File: config.mk
export PLATFORM = sky130hd
export DESIGN_NAME = vga_capture
export DESIGN_NICKNAME = d
export VERILOG_FILES = /design/src/rtl/vga_timing_pkg.sv /design/src/rtl/vga_frame_sig.sv /design/src/rtl/vga_capture.sv
export SDC_FILE = /design/constraint.sdc
export NUM_CORES = 1
export LEC_CHECK = 0
export BUFFER_PORTS_ARGS = -buffer_cell sky130_fd_sc_hd__buf_4
export CAP_MARGIN = 10
export CORE_AREA = 2 2 77 116
export CTS_BUF_LIST = sky130_fd_sc_hd__clkbuf_16
export CTS_CLUSTER_DIAMETER = 60
export DETAILED_ROUTE_END_ITERATION = 10
export DIE_AREA = 0 0 79 118
export GPL_ROUTABILITY_DRIVEN = 0
export PLACE_DENSITY = 0.81
export SYNTH_ARGS = -nofsm -noshare
export SYNTH_HDL_FRONTEND = slang
export SYNTH_SLANG_ARGS = --single-unit
File: constraint.sdc
create_clock -name clk -period 4.71 [get_ports clk]
set_input_delay 0.7065 -clock clk [delete_from_list [all_inputs] [get_ports clk]]
set_output_delay 0.7065 -clock clk [all_outputs]
set_load 0.02 [all_outputs]
File: src/rtl/vga_timing_pkg.sv
// rtl/vga_timing_pkg.sv - default 640x480@60 timing, lock FSM states and pin helpers
package vga_timing_pkg;

   localparam int H_ACTIVE_DEF    = 640;
   localparam int H_TOTAL_DEF     = 800;
   localparam int H_ACT_START_DEF = 144;
   localparam int V_ACTIVE_DEF    = 480;
   localparam int V_TOTAL_DEF     = 525;
   localparam int V_ACT_START_DEF = 35;

   localparam logic [9:0] CNT_MAX   = 10'd1023;
   localparam logic [7:0] PINS_IDLE = 8'h88;

   typedef enum logic [1:0] {
      SEARCH = 2'd0,
      VERIFY = 2'd1,
      LOCKED = 2'd2
   } lock_state_e;

   function automatic logic [9:0] sat_inc(input logic [9:0] v);
      return (v == CNT_MAX) ? v : v + 10'd1;
   endfunction

   // Tiny VGA Pmod pin order to {R1,R0,G1,G0,B1,B0}
   function automatic logic [5:0] pins_to_rgb(input logic [7:0] p);
      return {p[0], p[4], p[1], p[5], p[2], p[6]};
   endfunction

endpackage

File: src/rtl/vga_frame_sig.sv
// rtl/vga_frame_sig.sv - per-frame rotate/XOR signature of the valid pixel stream
module vga_frame_sig
   import vga_timing_pkg::*;
(
   input  logic        clk,
   input  logic        rst_n,
   input  logic        pix_valid,
   input  logic [5:0]  pix_rgb,
   input  logic        clear,
   input  logic        capture,
   output logic        frame_done,
   output logic [15:0] frame_sig
);

   logic [15:0] acc_d, acc_q;
   logic [15:0] sig_d, sig_q;
   logic        done_d, done_q;

   always_comb begin
      acc_d  = acc_q;
      sig_d  = sig_q;
      done_d = capture;
      // A capture also restarts the accumulator for the frame that begins now
      if (clear || capture) begin
         acc_d = '0;
      end else if (pix_valid) begin
         acc_d = {acc_q[14:0], acc_q[15]} ^ {10'b0, pix_rgb};
      end
      if (capture) begin
         sig_d = acc_q;
      end
   end

   always_ff @(posedge clk or negedge rst_n) begin
      if (!rst_n) begin
         acc_q  <= '0;
         sig_q  <= '0;
         done_q <= 1'b0;
      end else begin
         acc_q  <= acc_d;
         sig_q  <= sig_d;
         done_q <= done_d;
      end
   end

   assign frame_done = done_q;
   assign frame_sig  = sig_q;

endmodule

File: src/rtl/vga_capture.sv
// rtl/vga_capture.sv - VGA pin capture with sync lock tracking and frame signature
module vga_capture
   import vga_timing_pkg::*;
#(
   parameter int H_ACTIVE    = H_ACTIVE_DEF,
   parameter int H_TOTAL     = H_TOTAL_DEF,
   parameter int H_ACT_START = H_ACT_START_DEF,
   parameter int V_ACTIVE    = V_ACTIVE_DEF,
   parameter int V_TOTAL     = V_TOTAL_DEF,
   parameter int V_ACT_START = V_ACT_START_DEF
)(
   input  logic        clk,
   input  logic        rst_n,
   input  logic [7:0]  vga_in,
   output logic [5:0]  rgb,
   output logic [9:0]  hpos,
   output logic [9:0]  vpos,
   output logic        pixel_valid,
   output logic        locked,
   output logic        frame_done,
   output logic [15:0] frame_sig
);

   localparam logic [9:0]  H_LAST = 10'(H_TOTAL - 1);
   localparam logic [9:0]  V_LAST = 10'(V_TOTAL - 1);
   localparam logic [9:0]  H_LO   = 10'(H_ACT_START);
   localparam logic [10:0] H_HI   = 11'(H_ACT_START + H_ACTIVE);
   localparam logic [9:0]  V_LO   = 10'(V_ACT_START);
   localparam logic [10:0] V_HI   = 11'(V_ACT_START + V_ACTIVE);

   logic [7:0]  s1_d, s1_q, s1_prev_d, s1_prev_q;
   logic [9:0]  h_cnt_d, h_cnt_q, v_cnt_d, v_cnt_q;
   logic        frame_pend_d, frame_pend_q;
   lock_state_e state_d, state_q;
   logic        locked_d, locked_q;
   logic        pixel_valid_d, pixel_valid_q;
   logic [5:0]  rgb_d, rgb_q;
   logic [9:0]  hpos_d, hpos_q, vpos_d, vpos_q;

   logic hs_fall, vs_fall, frame_start;
   logic line_bad, frame_bad, h_sat, timing_err;
   logic h_in, v_in;
   logic sig_clear, sig_capture;

   // h_cnt_d/v_cnt_d are the coordinates of the pixel currently in stage 1
   always_comb begin
      s1_d      = vga_in;
      s1_prev_d = s1_q;
      hs_fall   = s1_prev_q[7] & ~s1_q[7];
      vs_fall   = s1_prev_q[3] & ~s1_q[3];
      frame_start = hs_fall & (frame_pend_q | vs_fall);

      h_cnt_d = hs_fall ? 10'd0 : sat_inc(h_cnt_q);
      v_cnt_d = v_cnt_q;
      if (frame_start) begin
         v_cnt_d = 10'd0;
      end else if (hs_fall) begin
         v_cnt_d = sat_inc(v_cnt_q);
      end

      frame_pend_d = frame_pend_q;
      if (frame_start) begin
         frame_pend_d = 1'b0;
      end else if (vs_fall) begin
         frame_pend_d = 1'b1;
      end

      line_bad   = hs_fall & (h_cnt_q != H_LAST);
      frame_bad  = frame_start & (v_cnt_q != V_LAST);
      h_sat      = (h_cnt_d == CNT_MAX);
      timing_err = line_bad | frame_bad | h_sat;
   end

   always_comb begin
      state_d = state_q;
      case (state_q)
         SEARCH: begin
            if (frame_start) state_d = VERIFY;
         end
         VERIFY: begin
            if (timing_err)       state_d = SEARCH;
            else if (frame_start) state_d = LOCKED;
         end
         LOCKED: begin
            if (timing_err) state_d = SEARCH;
         end
         default: state_d = SEARCH;
      endcase
      locked_d = (state_d == LOCKED);

      sig_clear   = ((state_d == SEARCH) && (state_q != SEARCH)) ||
                    ((state_q == VERIFY) && (state_d == LOCKED));
      sig_capture = frame_start && (state_q == LOCKED) && (state_d == LOCKED);
   end

   // Output stage uses the next lock state so an unlock blanks the same pixel
   always_comb begin
      h_in = (h_cnt_d >= H_LO) && ({1'b0, h_cnt_d} < H_HI);
      v_in = (v_cnt_d >= V_LO) && ({1'b0, v_cnt_d} < V_HI);
      pixel_valid_d = locked_d & h_in & v_in;
      rgb_d  = '0;
      hpos_d = '0;
      vpos_d = '0;
      if (pixel_valid_d) begin
         rgb_d  = pins_to_rgb(s1_q);
         hpos_d = h_cnt_d - H_LO;
         vpos_d = v_cnt_d - V_LO;
      end
   end

   always_ff @(posedge clk or negedge rst_n) begin
      if (!rst_n) begin
         s1_q          <= PINS_IDLE;
         s1_prev_q     <= PINS_IDLE;
         h_cnt_q       <= '0;
         v_cnt_q       <= '0;
         frame_pend_q  <= 1'b0;
         pixel_valid_q <= 1'b0;
         rgb_q         <= '0;
         hpos_q        <= '0;
         vpos_q        <= '0;
      end else begin
         s1_q          <= s1_d;
         s1_prev_q     <= s1_prev_d;
         h_cnt_q       <= h_cnt_d;
         v_cnt_q       <= v_cnt_d;
         frame_pend_q  <= frame_pend_d;
         pixel_valid_q <= pixel_valid_d;
         rgb_q         <= rgb_d;
         hpos_q        <= hpos_d;
         vpos_q        <= vpos_d;
      end
   end

   always_ff @(posedge clk or negedge rst_n) begin
      if (!rst_n) begin
         state_q  <= SEARCH;
         locked_q <= 1'b0;
      end else begin
         state_q  <= state_d;
         locked_q <= locked_d;
      end
   end

   vga_frame_sig u_frame_sig (
      .clk        (clk),
      .rst_n      (rst_n),
      .pix_valid  (pixel_valid_q),
      .pix_rgb    (rgb_q),
      .clear      (sig_clear),
      .capture    (sig_capture),
      .frame_done (frame_done),
      .frame_sig  (frame_sig)
   );

   assign rgb         = rgb_q;
   assign hpos        = hpos_q;
   assign vpos        = vpos_q;
   assign pixel_valid = pixel_valid_q;
   assign locked      = locked_q;

endmodule

* After elaboration in Yosys (flattened, before gate mapping)
Index checks and enable logic that the tools add are counted.
** Storage, ports and cells
- Input bits :: 10
- Logic and storage cells :: 73
- Bits in registers :: 100
- Output and inout port bits :: 45
** Cells by class
- $add $sub $neg :: 4
- Bitwise logic cells :: 13
- Reduce and logical (&&, ||, !) cells :: 13
- Eq/ne operators :: 8
- Muxes and demuxes :: 17
- $lt $le $gt $ge :: 4
** Operators by type and width (number)
- $mux 10 :: 7
- $mux 16 :: 2
- $eq 10x10->1 const B :: 3
- $add 10x1->10 const B :: 2
- $lt 10x10->1 const B :: 2
- $ne 10x10->1 const B :: 2
- $xor 16x6->16 :: 1
- $ge 10x6->1 const B :: 1
- $ge 10x8->1 const B :: 1
- $sub 10x6->10 const B :: 1
- $sub 10x8->10 const B :: 1
- $mux 2 :: 4
- $and 1x1->1 :: 7
- $logic_and 1x1->1 :: 6
- $mux 6 :: 1
- $pmux 2 s3 :: 1
- $reduce_bool 2->1 :: 3
- $eq 2x2->1 const B :: 2
- $logic_not 2->1 :: 2
- $or 1x1->1 :: 3
- $eq 2x1->1 const B :: 1
- $logic_or 1x1->1 :: 2
- $mux 1 :: 2
- $not 1->1 :: 2

* Logic depth before layout (Yosys ltp)
Gate-level depths: netlist (run 1).
- Depth in word-level cells :: 14
- Gate-level depth with buffers :: 14
- Gate-level depth less buffers :: 12

* By module
Synthesis (run 1) repeated with hierarchy kept, for this count alone.
** Second synthesis, totals
- Cell total of the unflattened synthesis :: 396
- Area, all modules :: 4361.7 um2
** Modules (own cells, without submodules)
- vga_capture :: instances 1, sequential area each 1531.5 um2, area an instance 3032.9 um2, cells each 301
- vga_frame_sig :: instances 1, sequential area each 825.8 um2, area an instance 1328.8 um2, cells each 95

* Worst setup path after synthesis (run 1)
OpenSTA, ideal clock, no wires.
- Path type :: reg-to-reg
- From :: reg v_cnt_q[0]
- To :: reg hpos_q[8], in the netlist hpos[8]
- Data arrival time :: 3.090 ns
- Stages on the path, launching flop included :: 14
- Setup slack :: 1.548 ns
- Buffers on the path :: 2
- Library setup time :: 0.072 ns
- Cells stage by stage :: dfrtp_1 ha_1 buf_2 nand4_1 o31ai_2 mux2i_1 nor2_1 ha_1 a31o_2 or2_2 nor4_2 o2111ai_4 buf_6 nor2_1
** Between the ends
- Elaborated cells on any way between the ends :: 19
- Those cells by class :: 1 x add/sub; 2 x order compare; 3 x eq/ne; 7 x mux; 5 x bitwise; 1 x reduce/logical
** RTL lines
- from (decl) :: RTL line vga_capture.sv:32 : logic [9:0] h_cnt_d, h_cnt_q, v_cnt_d, v_cnt_q;
- from (signal assigned) :: RTL line vga_capture.sv:126 : v_cnt_q <= v_cnt_d;
- $add 10x1->10 or $eq 10x10->1 (tied branches) :: RTL line vga_timing_pkg.sv:21 : return (v == CNT_MAX) ? v : v + 10'd1;
- $mux 10 * :: RTL line vga_timing_pkg.sv:21
- $mux 10 * :: RTL line vga_capture.sv:57 : end else if (hs_fall) begin
- $mux 10 * :: RTL line vga_capture.sv:55 : if (frame_start) begin
- via v_cnt_d[1] :: RTL line vga_capture.sv:32
- $ge 10x6->1 or $lt 10x10->1 (tied branches) :: RTL line vga_capture.sv:99 : v_in = (v_cnt_d >= V_LO) && ({1'b0, v_cnt_d} < V_HI);
- $logic_and 1x1->1 * :: RTL line vga_capture.sv:99
- $and 1x1->1 * :: RTL line vga_capture.sv:100 : pixel_valid_d = locked_d & h_in & v_in;
- $mux 10 * :: RTL line vga_capture.sv:104 : if (pixel_valid_d) begin
- via hpos_d[8] :: RTL line vga_capture.sv:38 : logic [9:0] hpos_d, hpos_q, vpos_d, vpos_q;
- to (signal assigned) :: RTL line vga_capture.sv:130 : hpos_q <= hpos_d;
- to (decl) :: RTL line vga_capture.sv:38
The timed path passes the listed nets; every way through them passes the cells marked *.
A chain may end at the register's enable or synchronous reset.

* Worst setup path after layout (run 1)
- From :: reg v_cnt_q[0]
- To :: reg hpos_q[6], in the netlist hpos[6]
** Between the ends
- Elaborated cells on any way between the ends :: 19
- Those cells by class :: 1 x add/sub; 2 x order compare; 3 x eq/ne; 7 x mux; 5 x bitwise; 1 x reduce/logical
** RTL lines (RTL line)
- $add 10x1->10 or $eq 10x10->1 (tied branches) :: vga_timing_pkg.sv:21
- $mux 10 :: vga_timing_pkg.sv:21
- $mux 10 * :: vga_capture.sv:57
- $mux 10 * :: vga_capture.sv:55
- via v_cnt_d[0] :: vga_capture.sv:32
- $ge 10x6->1 or $lt 10x10->1 (tied branches) :: vga_capture.sv:99
- $logic_and 1x1->1 * :: vga_capture.sv:99
- $and 1x1->1 * :: vga_capture.sv:100
- $mux 10 * :: vga_capture.sv:104
- via hpos_d[6] :: vga_capture.sv:38
Marks and branches as above.

==> results of run 1 <==
==> layer usage <==
layer	routed length, um	track usage [%]
met5	0	0
met3	375	3.07
met1	3770	26.5
met2	4910	35.0
met4	423	12.9
==> sequential cells by signal (all words and copies together), names as in the netlist <==
| register | flops |
|---|---|
| pixel_valid | 1 |
| h_cnt_q | 10 |
| u_frame_sig.frame_sig | 16 |
| s1_prev_q | 2 |
| hpos | 10 |
| v_cnt_q | 10 |
| frame_pend_q | 1 |
| rgb | 6 |
| vpos | 10 |
| s1_prev_d | 8 |
| state_q | 2 |
| u_frame_sig.acc_q | 16 |
| locked | 1 |
| u_frame_sig.frame_done | 1 |
==> where the power goes <==
part | leakage (uW) | total (uW) | internal (uW) | switching [uW]
clock | 0.000139 | 662 | 360 | 302
sequential | 0.00127 | 894 | 840 | 53.4
combinational | 0.00113 | 279 | 115 | 164
==> cell usage in the layout (no fill, tap or decap), types with 3 or more instances in the layout <==
| master | netlist | final |
|---|---|---|
| nand2_1 | 10 | 10 |
| nor2b_1 | 3 | 3 |
| clkbuf_16 | 0 | 9 |
| or2_2 | 6 | 6 |
| clkinv_2 | 0 | 3 |
| buf_4 | 3 | 58 |
| o2111ai_1 | 3 | 3 |
| mux2i_1 | 13 | 13 |
| dfstp_2 | 4 | 4 |
| xor2_1 | 5 | 5 |
| inv_1 | 24 | 24 |
| a21o_1 | 4 | 4 |
| a31oi_1 | 6 | 6 |
| and2_1 | 7 | 7 |
| nand4_1 | 6 | 6 |
| ha_1 | 7 | 7 |
| o211ai_1 | 3 | 3 |
| a211oi_1 | 6 | 6 |
| and3_1 | 4 | 4 |
| nor3_1 | 5 | 5 |
| xnor2_1 | 17 | 17 |
| nand2b_1 | 4 | 4 |
| and4b_1 | 3 | 3 |
| nor4_1 | 3 | 3 |
| dfrtp_1 | 90 | 90 |
| nand3_1 | 19 | 19 |
| mux2_2 | 17 | 17 |
| nor2_2 | 3 | 3 |
| a21oi_1 | 9 | 9 |
| o21ai_0 | 10 | 10 |
| nor2_1 | 51 | 51 |
| a41oi_1 | 3 | 3 |
| or4_1 | 3 | 3 |
==> layout make-up <==
| type | count | area (um^2) |
|---|---|---|
| clock buffer | 9 | 225 |
| clock inverter | 7 | 47.5 |
| fill | 690 | 3080 |
| inverter | 24 | 90.1 |
| multi-input combinational | 270 | 1940 |
| sequential | 94 | 2360 |
| tap | 107 | 134 |
| timing repair buffer | 58 | 435 |
==> worst register-to-register path, cell delays in order (launching register included) <==
cell       delay [ns]
dfrtp_1          0.44
ha_1             0.38
nand4_1          0.31
o31ai_2          0.54
xnor2_1          0.19
nor2_1           0.10
ha_1             0.26
a31o_2           0.25
o211ai_1         0.31
a41oi_2          0.19
o2111ai_4        0.74
nor2_1           0.15
==> stage by stage <==
stage | util (%) | cell area, um^2 | power (uW) | setup WS (ns)
detailed placement | 59.7 | 4960 | 1180 | 0.828
global route | 62.9 | 5230 | 1920 | 0.413
CTS | 62.9 | 5230 | 1840 | 0.780
floorplan | - | 4520 | 1100 | 1.55
global placement | 59.7 | 4960 | 1170 | 1.04
finish | 62.9 | 5230 | 1840 | 0.687
==> cells by family (layout without fill, tap and decap cells) <==
kind of cell / after synthesis / after routing / share of synthesized area (%)
AOI/OAI and AO/OA: 72 / 72 / 13.4
muxes: 30 / 30 / 7.12
and+or+nand+nor: 138 / 138 / 16.1
buffers and inverters: 45 / 98 / 4.82
DFF: 94 / 94 / 52.2
xor gates and xnor gates: 22 / 22 / 4.27
adders and majority gates: 8 / 8 / 2.16
==> worst max-delay path by stage <==
stage	start	to	slack (ns)	cells after the start
finish	v_cnt_q[0]	hpos[6]	0.69	11
global route	v_cnt_q[0]	hpos[1]	0.41	11
CTS	v_cnt_q[0]	hpos[6]	0.78	11
detailed placement	v_cnt_q[0]	hpos[7]	0.83	11
global placement	v_cnt_q[0]	hpos[7]	1.04	11
floorplan	v_cnt_q[0]	hpos[8]	1.55	13
==> impl_metrics.ini, run 1 <==
[outcome]
status = finished clean

[sta]
worst_slew_pin_slew_ns = 1.10
rsz0062_at_grt = false
finalSetupViolCount = 0
fmax_ghz = 0.249
min_period_over_period_pct = 85.4
skew_ns = 0.00801
tns_ns = 0
hold_ws_ns = 0.328
min_period_ns = 4.02
slew_headroom_pct = 26.5
hold_viol_final = 0
slew_viol_final = 0

[run]
drv_cap = 0

[setup_path]
worstPathRequired_ns = 4.89
timing.rr.end = hpos[6]
cp-end-kind = register
cp_slowest_cell = o2111ai_4
cpLargestDelayFamily = compound AO/OA/AOI/OAI gates
crit_chain = ha_1, nand4_1, o31ai_2, xnor2_1, nor2_1, ha_1, a31o_2, o211ai_1, a41oi_2, o2111ai_4, nor2_1
crit_path_max_incr_delay_ns = 0.74
crit_type = register to register
worst-path-buf-inv = 0
path_max_fanout = 27
rrSetupSlack_ns = 0.69
reg2reg_depth = 11
worstPathArrival_ns = 4.20
worstSetupStartpointType = register
reg2reg_from = v_cnt_q[0]

[clock_network]
cts_buffers = 9
cts_resized = 0
clock_sinks = 94
worst_setup_hold_path_clk_slew_ns = 0.07
ctsRootBufferMaster = clkbuf_16
holdBufCountCts = 0
htree_levels = 3
post_cts_buffers = 0
cts_tree = done
clk-insertion-delay-late_ns = 0.34
clockBufferDepth = 2

[synth]
synth_top_area_cell = dfrtp_1
yosysUniqueCellTypes = 69
yosys-top-cells-area = dfrtp_1 (50%), nor2_1 (4.2%), mux2_2 (4.2%)
synth_common_cells = dfrtp_1 (90), nor2_1 (51), inv_1 (24), nand3_1 (19)
ys.flop_type = dfrtp_1
ys_seq_area_share_pct = 52.2
synth_top_area_share_pct = 49.9
synth_cells = 409
synth_area_um2 = 4520
syn_nets = 426
syn_avg_cell_area_um2 = 11.0
yosysMostFrequentCell = dfrtp_1
yosys_register_bits = 94
synth_edf_count = 0
synthArstFlopShare_pct = 100
yosysWarnings = 0

[detailed_routing]
routed_wirelength_um = 9480
dr_total_vias = 3328
post_drt_wl_per_cell_um = 16.7
drtIter0Drc = 387
drt_pass1_iterations = 6
ant_nets = 0
drc = 0
vias_per_cell = 5.85

[finish]
area_growth_syn_to_layout_pct = 15.8
antenna_cells = 0
drive_gt1_share_pct = 25.5
layout.nets = 474
fin_cells = 569

[die]
boundaryPins = 55
dieArea_um2 = 9320
coreArea_um2 = 8310
die_h_um = 118
die_w_um = 79
rows = 41
start_util_pct = 54.4

[power_and_ir_drop]
ir_drop_mv = 0.195
p_per_area_nw_per_um2 = 351
power.leakage_uw = 0.00254

[global_routing]
track_usage_pct = 21.4
grt_max_degree = 57
overflow = 0
grt_first_pass_wirelength_um = 15700
grt_pass1_vias = 3283
antenna_found_initial = 0

[placement]
post-place-cells = 553
dp_hpwl_um = 6800
port_buffers = 54

[min_path]
hp-class = input pin to async pin
Power figures use the tool's default switching activity.
==> run 2, diff against run 1 <==
CELL_PAD_IN_SITES_DETAIL_PLACEMENT = 1   (was default)
CELL_PAD_IN_SITES_GLOBAL_PLACEMENT = 1   (was default)
CORE_AREA = 2 2 81 122   (was 2 2 77 116)
DIE_AREA = 0 0 83 124   (was 0 0 79 118)
PLACE_DENSITY = 0.9   (was 0.81)
==> run 2 against run 1 <==
Worst setup slack improved by 0.080 ns. Highest routed layer unchanged. Critical endpoint is now hpos[7]. Clock power is 17% higher. Global-route usage increased by 4.3 points. Hold slack worse by 0.017 ns. Largest power group unchanged. First-iteration DRC count fell by 51%. Largest cell class unchanged. Via count grew 4.7%.
==> impl_metrics.ini, run 2 (synthesized netlist as in run 1, its figures left out) <==
[setup_path]
path_max_fanout = 27
worstPathArrival_ns = 4.19
crit_path_frequent_cell = ha_1
cp-end-kind = register
crit_chain = ha_1, nand4_1, o31ai_2, mux2i_1, nor2_1, ha_1, a31o_2, or2_2, nor4_2, o2111ai_4, a221oi_2
worstSetupStartpointType = register
crit_path_max_incr_delay_ns = 0.50
rrSetupSlack_ns = 0.77
worstPathRequired_ns = 4.96
crit_type = register to register
cp_slowest_cell = o31ai_2

[detailed_routing]
vias_per_cell = 6.07
ant_nets = 0
drc = 0
met3_length_um = 459
wl_met1_um = 4440
post_drt_wl_per_cell_um = 21.6
drtIter0Drc = 191
wl_met2_um = 6910
drt_pass1_iterations = 4
routed_wirelength_um = 12400
dr_total_vias = 3486
top_layer = met4

[global_routing]
grt_first_pass_wirelength_um = 20400
grt_pass1_vias = 3810
antenna_found_initial = 0
overflow = 0
track_usage_pct = 25.7
grt_max_degree = 58

[power_and_ir_drop]
p_per_area_nw_per_um2 = 375
total_power_uw = 1980
power_switching_uw = 556
ir_drop_mv = 0.297
p_int_uw = 1420
comb_power_share_pct = 15.7
seq_power_share_pct = 45.3
power.leakage_uw = 0.00256
swShare_pct = 28.1
p_clk_share_pct = 39.0

[sta]
fmax_ghz = 0.254
min_period_over_period_pct = 83.7
worst_slew_pin_slew_ns = 1.19
slew_headroom_pct = 20.7
skew_ns = 0.00438
rsz0062_at_grt = false
hold_viol_final = 0
min_period_ns = 3.94
slew_viol_final = 0
tns_ns = 0
finalSetupViolCount = 0

[die]
boundaryPins = 55
die_w_um = 83
die_h_um = 124
coreArea_um2 = 9200
start_util_pct = 49.1
rows = 43
dieArea_um2 = 10300

[clock_network]
clock_sinks = 94
cts_resized = 0
cts_buffers = 9
holdBufCountCts = 0
htree_levels = 3
worst_setup_hold_path_clk_slew_ns = 0.06
cts_tree = done
clockBufferDepth = 2
ctsRootBufferMaster = clkbuf_16
clk-insertion-delay-late_ns = 0.34
post_cts_buffers = 0

[outcome]
status = finished clean

[finish]
antenna_cells = 0
utilization_pct = 57.4
drive_gt1_share_pct = 25.1
layout.nets = 474
fill_cells = 1004
layout_common_cells = dfrtp_1 (90), buf_4 (58), nor2_1 (51)
final_common_cell = dfrtp_1
area_growth_syn_to_layout_pct = 16.9

[run]
drv_cap = 0

[placement]
port_buffers = 54
dp_hpwl_um = 8330

[min_path]
hp-class = input pin to async pin
[run 2: through the flow]
stage | setup WS [ns] | instance area [um^2] | instances | hold WS, ns
finish | 0.767 | 5280 | 574 | 0.311
global route | 0.413 | 5280 | 574 | 0.349
CTS | 0.760 | 5280 | 574 | 0.327
detailed placement | 0.827 | 4960 | 558 | 0.364
global placement | 0.975 | 4960 | 558 | 0.362
floorplan | 1.55 | 4520 | 409 | 0.354
[run 2: per-layer routing]
layer | up-vias | GRT usage [%]
li1 | 1545 | -
met1 | 1781 | 27.7
met2 | 111 | 47.9
met3 | 49 | 3.84
met4 | 0 | 15.3
met5 | - | 0
[run 2: power groups by stage]
| stage | registers [uW] | logic, uW | clock network, uW |
|---|---|---|---|
| finish | 896 | 311 | 772 |
| CTS | 894 | 311 | 789 |
| global placement | 903 | 282 | 0 |
| floorplan | 881 | 222 | 0 |
| detailed placement | 907 | 302 | 0 |
| global route | 903 | 340 | 819 |
[run 2: worst max-delay path, delay by kind of cell, from the launching register on]
family	cells	cell delay, ns
AO/OA/AOI/OAI	4	1.56
AND/OR/NAND/NOR	4	1.00
adder cells (fa/ha/maj)	2	0.60
flip-flops	1	0.43
multiplexers	1	0.24
[run 2: worst paths after layout]
kind | startpoint | end | depth (start not counted)
setup / recovery | v_cnt_q[1] | hpos[7] | 11
hold / removal | rst_n | u_frame_sig.frame_sig[3] | 1
setup reg to reg | v_cnt_q[1] | hpos[7] | 11
hold reg to reg | s1_prev_d[3] | s1_prev_q[3] | 0
max in group asynchronous | rst_n | rgb[2] | 2
min in group clk | s1_prev_d[3] | s1_prev_q[3] | 0
[run 2: cell type report]
class,instances,area (um^2),share of cell area [%]
Tap cell,112,140,2.65
Inverter,24,90.1,1.71
Sequential cell,94,2360,44.7
Clock buffer,9,225,4.27
Multi-Input combinational cell,270,1940,36.8
Clock inverter,7,88.8,1.68
Timing Repair Buffer,58,435,8.25
